[config.mk]
export PLATFORM = sky130hd
export DESIGN_NAME = fpu_issue_ctrl
export DESIGN_NICKNAME = d
export VERILOG_FILES = /design/src/rtl/fpu_issue_ctrl.sv
export SDC_FILE = /design/constraint.sdc
export NUM_CORES = 1
export LEC_CHECK = 0
export CORE_MARGIN = 1
export CORE_UTILIZATION = 43
export DETAILED_ROUTE_END_ITERATION = 7
export PLACE_DENSITY_LB_ADDON = 0.05
export SYNTH_ARGS = -nofsm -noshare
export SYNTH_HDL_FRONTEND = slang
export SYNTH_SLANG_ARGS = --single-unit
[constraint.sdc]
create_clock -name clk -period 6.2 [get_ports clk]
set_input_delay 1.24 -clock clk [delete_from_list [all_inputs] [get_ports clk]]
set_output_delay 1.24 -clock clk [all_outputs]
set_load 0.05 [all_outputs]
[src/rtl/fpu_issue_ctrl.sv]
// fpu_issue_ctrl: round-robin issue of two requesters into a fixed-latency FPU.
// Optional perf counters are built when FPU_ISSUE_PERF_EN is defined.
module fpu_issue_ctrl #(
  parameter int LATENCY = 4,
  parameter int MAX_OUT = 4
) (
  input  logic        clk,
  input  logic        rst,
  input  logic        req0_valid,
  output logic        req0_ready,
  input  logic [31:0] req0_a,
  input  logic [31:0] req0_b,
  input  logic [1:0]  req0_op,
  input  logic        req1_valid,
  output logic        req1_ready,
  input  logic [31:0] req1_a,
  input  logic [31:0] req1_b,
  input  logic [1:0]  req1_op,
  input  logic        drain,
  output logic        drain_done,
  output logic        fpu_valid,
  output logic [31:0] fpu_a,
  output logic [31:0] fpu_b,
  output logic [1:0]  fpu_op,
  input  logic [31:0] fpu_result,
  output logic        rsp0_valid,
  output logic        rsp1_valid,
  output logic [31:0] rsp_data
`ifdef FPU_ISSUE_PERF_EN
  ,
  output logic [31:0] perf_issued0,
  output logic [31:0] perf_issued1,
  output logic [31:0] perf_conflict
`endif
);

  typedef enum logic [1:0] {
    RUN     = 2'd0,
    DRAIN   = 2'd1,
    DRAINED = 2'd2
  } state_t;

  localparam logic [3:0] MAX_CNT = 4'(MAX_OUT);

  state_t             state;
  logic               last_grant;
  logic               fpu_id;
  logic [3:0]         out0;
  logic [3:0]         out1;
  logic [LATENCY-1:0] tag_v;
  logic [LATENCY-1:0] tag_id;

  logic open_run;
  logic room0;
  logic room1;
  logic cand0;
  logic cand1;
  logic acc0;
  logic acc1;
  logic busy;

  // A response leaving this cycle frees its slot for an accept right now.
  assign open_run = (state == RUN) && !drain;
  assign room0    = (out0 < MAX_CNT) || rsp0_valid;
  assign room1    = (out1 < MAX_CNT) || rsp1_valid;
  assign cand0    = req0_valid && open_run && room0;
  assign cand1    = req1_valid && open_run && room1;

  always_comb begin
    req0_ready = 1'b0;
    req1_ready = 1'b0;
    if (cand0 && cand1) begin
      req0_ready = last_grant;
      req1_ready = !last_grant;
    end else begin
      req0_ready = cand0;
      req1_ready = cand1;
    end
  end

  assign acc0 = req0_valid && req0_ready;
  assign acc1 = req1_valid && req1_ready;
  assign busy = fpu_valid || (|tag_v) || rsp0_valid || rsp1_valid;

  function automatic logic [3:0] next_cnt(
    input logic [3:0] c,
    input logic       inc,
    input logic       dec
  );
    case ({inc, dec})
      2'b10:   return c + 4'd1;
      2'b01:   return c - 4'd1;
      default: return c;
    endcase
  endfunction

  always_ff @(posedge clk) begin
    if (rst) begin
      state      <= RUN;
      drain_done <= 1'b0;
      last_grant <= 1'b1;
      out0       <= '0;
      out1       <= '0;
      fpu_valid  <= 1'b0;
      fpu_a      <= '0;
      fpu_b      <= '0;
      fpu_op     <= '0;
      fpu_id     <= 1'b0;
      tag_v      <= '0;
      tag_id     <= '0;
      rsp0_valid <= 1'b0;
      rsp1_valid <= 1'b0;
      rsp_data   <= '0;
    end else begin
      fpu_valid <= acc0 || acc1;
      if (acc0 || acc1) begin
        fpu_a      <= acc1 ? req1_a : req0_a;
        fpu_b      <= acc1 ? req1_b : req0_b;
        fpu_op     <= acc1 ? req1_op : req0_op;
        fpu_id     <= acc1;
        last_grant <= acc1;
      end

      tag_v[0]  <= fpu_valid;
      tag_id[0] <= fpu_id;
      for (int i = 1; i < LATENCY; i++) begin
        tag_v[i]  <= tag_v[i-1];
        tag_id[i] <= tag_id[i-1];
      end

      rsp0_valid <= tag_v[LATENCY-1] && !tag_id[LATENCY-1];
      rsp1_valid <= tag_v[LATENCY-1] && tag_id[LATENCY-1];
      if (tag_v[LATENCY-1]) begin
        rsp_data <= fpu_result;
      end

      out0 <= next_cnt(out0, acc0, rsp0_valid);
      out1 <= next_cnt(out1, acc1, rsp1_valid);

      case (state)
        RUN: begin
          if (drain) state <= DRAIN;
        end
        DRAIN: begin
          if (!drain) begin
            state <= RUN;
          end else if (!busy) begin
            state      <= DRAINED;
            drain_done <= 1'b1;
          end
        end
        DRAINED: begin
          if (!drain) begin
            state      <= RUN;
            drain_done <= 1'b0;
          end
        end
        default: begin
          state      <= RUN;
          drain_done <= 1'b0;
        end
      endcase
    end
  end

`ifdef FPU_ISSUE_PERF_EN
  always_ff @(posedge clk) begin
    if (rst) begin
      perf_issued0  <= '0;
      perf_issued1  <= '0;
      perf_conflict <= '0;
    end else begin
      perf_issued0  <= perf_issued0 + 32'(acc0);
      perf_issued1  <= perf_issued1 + 32'(acc1);
      perf_conflict <= perf_conflict + 32'(cand0 && cand1);
    end
  end
`endif

endmodule

==> results.md, run 1 <==
- Final hold viol count: 0
- Setup violations, final: 0
- Maxcap violations: 0
- Total gr overflow: 0
- Synthesis-to-layout area growth: 63.7%
- Critical-path maximum fanout: 6
- Ports: about 270
- CTS sink count: approximately 120
- Setup crit start kind: input port
- DR DRC count: 0
- Pin count of the biggest net entering global routing: slightly below 100
- CTS Root Cell: clkbuf_16
- Initial antenna violation count: 0
- Worst Setup Path Type: input port to output pin
- Fmax achieved: about 0.2 GHz
- Synth area leader: dfxtp_1
- CTS clock-pin slew for the worst setup and hold paths: about 0.050 ns
- Number of synthesized flops with an enable pin: 0
- Post-route cell area: between 8000 and 9000 um^2
- Max Root-Sink Buffers: 2
- Slew @ Worst Pin: ~1.2 ns
- CTS Buf Count: 17
- Met3 Track Usage GR: under 10%
- Worst EP required: 4.96 ns
- Yosys warns: 0
- Die width: 113 um
- Largest family of logic cells by synthesized area: simple AND/OR/NAND/NOR gates
- Vias in the first global route: approximately 5500
- RSZ-0062 raised after global routing: no
- Post-CTS setup buffer count: 0
- Tcrit/Tclk final: around four fifths
- Routed Antenna Nets: 0
- Clk_lat worst skew: around 0.4 ns
- Compound-Gate Fraction of Synth Area: ~14%
- N_diodes: 0
- Per-cell routed wire length: between 15 and 20 um
- Post-Syn Area: ~5300 um^2
- Synth Flop Type: dfxtp_1
- CTS tree: yes
- Dpl cell area: between 8000 and 9000 um^2
- Routed vias/inst: 5.48
- Fin nets: ~1000
- Synthesized Nets: approximately 780
- Routed WL: between 15 and 20 mm
- Port bufs: about 270
- Busiest layer in global routing: met2
- Worst Path Arrival: around 3.7 ns
- Clock Skews: slightly above 0.007 ns
- H-Tree Depth: 4
- Power per cell area: between 200 and 300 nW/um^2
- Static leakage: ~0.0031 uW
- Hold-fix buffers, CTS: 0
- Vias: roughly 5600
- Fraction of registers with async set/reset: 0%
- Synthesized flop and latch total: between 100 and 150
- Global placement routability congestion: approximately 0.79
- DP HPWL: between 10 and 15 mm
- First-pass GRT wire length: around 27 mm
- Post-synthesis average cell area: just under 9 um^2
- Xor and xnor area share after synthesis: less than 1%
- Starting Density: ~44%
- Max transition margin: between 10% and 20%
- Run status: completed
- Register area share after synthesis: between 40% and 50%
- Top-area cell type share of the netlist area: about 46%
- GR Layer Usage met1: a little under a third
- Synthesized instance count: 600
- Final min period: 4.97 ns
- Post-synthesis mux area share: under 10%
- Setup Total Neg Slack: 0 ns
- Fin. max-slew vios: 0
- Die area: roughly 13000 um^2
- Vert. Die Dim: around 110 um
- Worst setup EP type: output pin
- Number of gates resized after cts: 0
- Synth area leaders: dfxtp_1 (46%), nand4_1 (7.7%), mux2i_1 (6.6%)
- Hold Worst Slack: 0.445 ns
- Iter 0 DRT Violations: 483
- Adder-cell share of the synthesized area: 1.41%
- Hold Path Class: register to register
- Fraction of final layout cells with drive strength greater than 1: ~8.3%
- Post-Synth Simple-Gate Area: a little over a quarter
- Core Util, Final: 72.4%
- Met2 Use GR: around 45%
- VDD IR max: between 0.15 and 0.2 mV
- Total track usage: a little over a quarter
- Cell variety after synth: 36
- First-pass DRT Iterations: 5
- Most frequent cells in the layout: clkdlybuf4s50_1 (270), dfxtp_1 (121), nand3_1 (70)
- Most common cell after layout, fill and taps aside: clkdlybuf4s50_1
- Rows: 40
- Core Box Area: about 12000 um^2
-- power breakdown --
group          total [uW]  internal (uW)  switching [uW]
combinational         529            218             311
clock                1090            727             363
sequential            866            836            30.5
total                2480           1780             704
-- synthesized netlist by cell type (7+ instances only) --
cell / instances
nor2b_1: 10
mux2i_1: 35
nor2_1: 41
buf_1: 8
nand3_1: 70
o211ai_2: 20
clkbuf_1: 47
a21oi_1: 7
o21ai_0: 7
nand4_1: 66
nand2_1: 68
dfxtp_1: 122
o211ai_1: 46
-- per-layer routing --
metal	part of all wire [%]	wire length [um]
met5	0	0
met2	48	8150
met1	42	7190
met4	2.3	393
met3	8.3	1430
-- stage by stage --
stage	power [uW]	setup slack, ns	cells
floorplan	1170	2.15	600
global placement	1400	1.30	982
detailed placement	1410	1.26	982
CTS	2500	1.25	1014
global route	2570	1.19	1014
finish	2480	1.23	1014
-- path summary, 6_finish.rpt --
path                            depth (start not counted)    endpoint  slack, ns  startpoint
worst max register to register                         12     out1[2]       2.57    state[1]
worst min-delay path                                    1   tag_id[2]       0.44   tag_id[1]
worst min register to register                          1   tag_id[2]       0.44   tag_id[1]
worst max-delay path                                    5  req0_ready       1.23       drain
-- critical path, stage by stage --
cell and delay (ns):
clkdlybuf4s50_1 0.48, or4b_1 0.64, or3_1 0.43, and2_1 0.19
clkdlybuf4s50_1 0.74
-- area by class of cell --
class / count / area, um^2
Multi-Input combinational cell: 411 / 2630
Clock buffer: 18 / 439
Clock inverter: 14 / 220
Sequential cell: 122 / 2440
Fill cell: 932 / 3330
Timing Repair Buffer: 278 / 2770
Inverter: 3 / 13.8
Tap cell: 168 / 210
-- flip-flops by register name (all words and copies together), names as in the netlist --
name / flops
tag_v: 4
rsp_data: 32
fpu_op: 2
drain_done: 1
last_grant: 1
out1: 4
fpu_valid: 1
fpu_a: 32
out0: 4
fpu_b: 32
fpu_id: 1
state: 2
rsp1_valid: 1
tag_id: 4
rsp0_valid: 1
-- cells by family after synthesis --
family / Yosys count
and+or+nand+nor: 275
DFF: 122
AOI/OAI and AO/OA: 89
buffers and inverters: 67
muxes: 35
xor gates and xnor gates: 6
adders and majority gates: 6
Power figures use the tool's default switching activity.
==> inputs of run 2 (changes only) <==
- CORE_UTILIZATION: 43 -> 40
- clock period: 6.2 -> 4.8 ns (I/O delays scaled with it)
==> results.md, run 2 (synthesis gave the netlist of run 1 again) <==
- Pre-CTS WS: 0.463 ns (-0.798 ns)
- Fmax achieved: roughly 0.23 GHz
- Die area: 13800 um^2 (+7.4%)
- Initial antenna violation count: 0 (unchanged)
- Hold-fix buffers, CTS: 0 (unchanged)
- Busiest layer in global routing: met2
- CP cell instances: clkdlybuf4s50_1 > or4b_1 > or3_1 > and2_1 > clkdlybuf4s50_1
- Per-cell routed wire length: 16.8 um (-0.89%)
- GR Layer Usage met1: 28.3% (-2.4 points)
- Routed vias/inst: 5.39 (-1.6%)
- Worst Path Arrival: 3.38 ns (-0.35 ns)
- DP HPWL: 11.5 mm (+2.0%)
- Iter 0 DRT Violations: 400 (-17%)
- Pin count of the biggest net entering global routing: 88 (-10%)
- Global placement routability congestion: 0.788 (-0.63%)
- Run status: completed
- Clock Skews: 0.00709 ns (-0.000113 ns)
- Routed Antenna Nets: 0 (unchanged)
- Critical-path maximum fanout: 6 (unchanged)
- Worst EP required: 3.84 ns (-1.12 ns)
- Fin. max-slew vios: 0 (unchanged)
- Static leakage: 0.00309 uW (-0.28%)
- Synthesis-to-layout area growth: 63.2%
- Fraction of final layout cells with drive strength greater than 1: 8.26% (-0.0098 points)
- Final min period: between 4 and 5 ns
- Port bufs: 272 (unchanged)
- CTS Buf Count: 17 (unchanged)
- Met3 Track Usage GR: 9.01% (+1.1 points)
- CTS Root Cell: clkbuf_16
- CTS clock-pin slew for the worst setup and hold paths: 0.05 ns (about the same)
- Max Root-Sink Buffers: 2 (unchanged)
- VDD IR max: 0.270 mV (+69%)
- Maxcap violations: 0 (unchanged)
- Routed WL: 17.1 mm (-0.40%)
- Core Box Area: 12800 um^2 (+6.3%)
- Worst setup EP type: output pin
- Power Total: 3080 uW (+24%)
- Setup crit start kind: input port
- First-pass DRT Iterations: 4 (-1)
- Most used cell, CP: clkdlybuf4s50_1
- Total track usage: 24.8% (-1.6 points)
- Met2 Use GR: 40.5% (-4.2 points)
- H-Tree Depth: 4 (unchanged)
- CP peak stage delay: 0.71 ns (-0.03 ns)
- Vert. Die Dim: 117 um (+3.6%)
- DR DRC count: 0 (unchanged)
- Ports: 273 (unchanged)
- Hold Path Class: register to register
- N_diodes: 0 (unchanged)
- Vias: 5496 (-1.1%)
- Rows: 41 (+2.5%)
- RSZ-0062 raised after global routing: no
- Clk_lat worst skew: 0.41 ns (about the same)
- Crit-path slowest cell: clkdlybuf4s50_1
- Setup ws final: 0.458 ns (-0.775 ns)
- Setup violations, final: 0 (unchanged)
- Die width: 117 um (+3.6%)
- Setup Total Neg Slack: 0 ns (unchanged)
- Vias in the first global route: 5381 (-1.8%)
- Power per cell area: 353 nW/um^2 (+24%)
- Most common cell after layout, fill and taps aside: clkdlybuf4s50_1
- Tcrit/Tclk final: between 90% and 100%
- Fin nets: 1010 (+0.20%)
- Total gr overflow: 0 (unchanged)
- Worst Setup Path Type: input port to output pin
- CTS sink count: 122 (unchanged)
- Final hold viol count: 0 (unchanged)
- Most frequent cells in the layout: clkdlybuf4s50_1 (270), dfxtp_1 (121), nand3_1 (70)
- Starting Density: 41.6% (-2.6 points)
- Max transition margin: 31.9% (+12 points)
- Post-CTS setup buffer count: 0 (unchanged)
- Number of gates resized after cts: 0 (unchanged)
- Slew @ Worst Pin: 1.02 ns (-0.180 ns)
- First-pass GRT wire length: 27.3 mm (+1.2%)
- Top flop regs: fpu_a x32, fpu_b x32, rsp_data x32
- CTS tree: yes
-- run 2: changes by cell type in the layout (fill, tap and decap cells not counted), moves of 2 or more --
cell | before | now
bufinv_16 | 5 | 2
clkinv_4 | 5 | 0
clkbuf_8 | 1 | 6
clkinv_2 | 2 | 4
-- run 2: critical path, delay by kind of cell --
kind | cells | cell delay (ns)
buffers and inverters | 2 | 1.19
AND/OR/NAND/NOR | 3 | 1.23
-- run 2: area by class of cell --
cell class                 instances  area [um^2]
clock buffer                      24          512
tap                              172          215
timing repair buffer             280         2800
sequential                       122         2440
fill                            1076         4120
inverter                           3         13.8
multi-input combinational        411         2630
clock inverter                     7         87.6
-- run 2: power breakdown --
part	switching, uW	total [uW]	internal [uW]
Clock	432	1270	840
Sequential	37.5	1120	1080
Combinational	401	686	284
Total	871	3080	2200
-- run 2: worst paths after layout --
check | slack [ns] | startpoint | depth (start not counted) | to
hold reg to reg | 0.42 | tag_id[3] | 1 | rsp0_valid
setup reg to reg | 1.69 | state[1] | 11 | out0[2]
hold / removal | 0.42 | tag_id[3] | 1 | rsp0_valid
setup / recovery | 0.46 | drain | 5 | req0_ready
-- run 2: layer usage --
metal	routed length [um]	up-vias
met5	0	-
met4	605	0
met3	1470	43
met2	8120	236
met1	6890	2558
li1	-	2659
-- run 2: per-stage QoR --
stage	hold slack [ns]	util, %	cell area (um^2)	instances
6_report	0.419	67.9	8710	1019
5_1_grt	0.442	67.9	8710	1019
4_1_cts	0.414	67.9	8710	1019
3_5_place_dp	0.404	63.2	8110	988
3_3_place_gp	0.411	63.2	8110	988
2_1_floorplan	0.390	-	5340	600
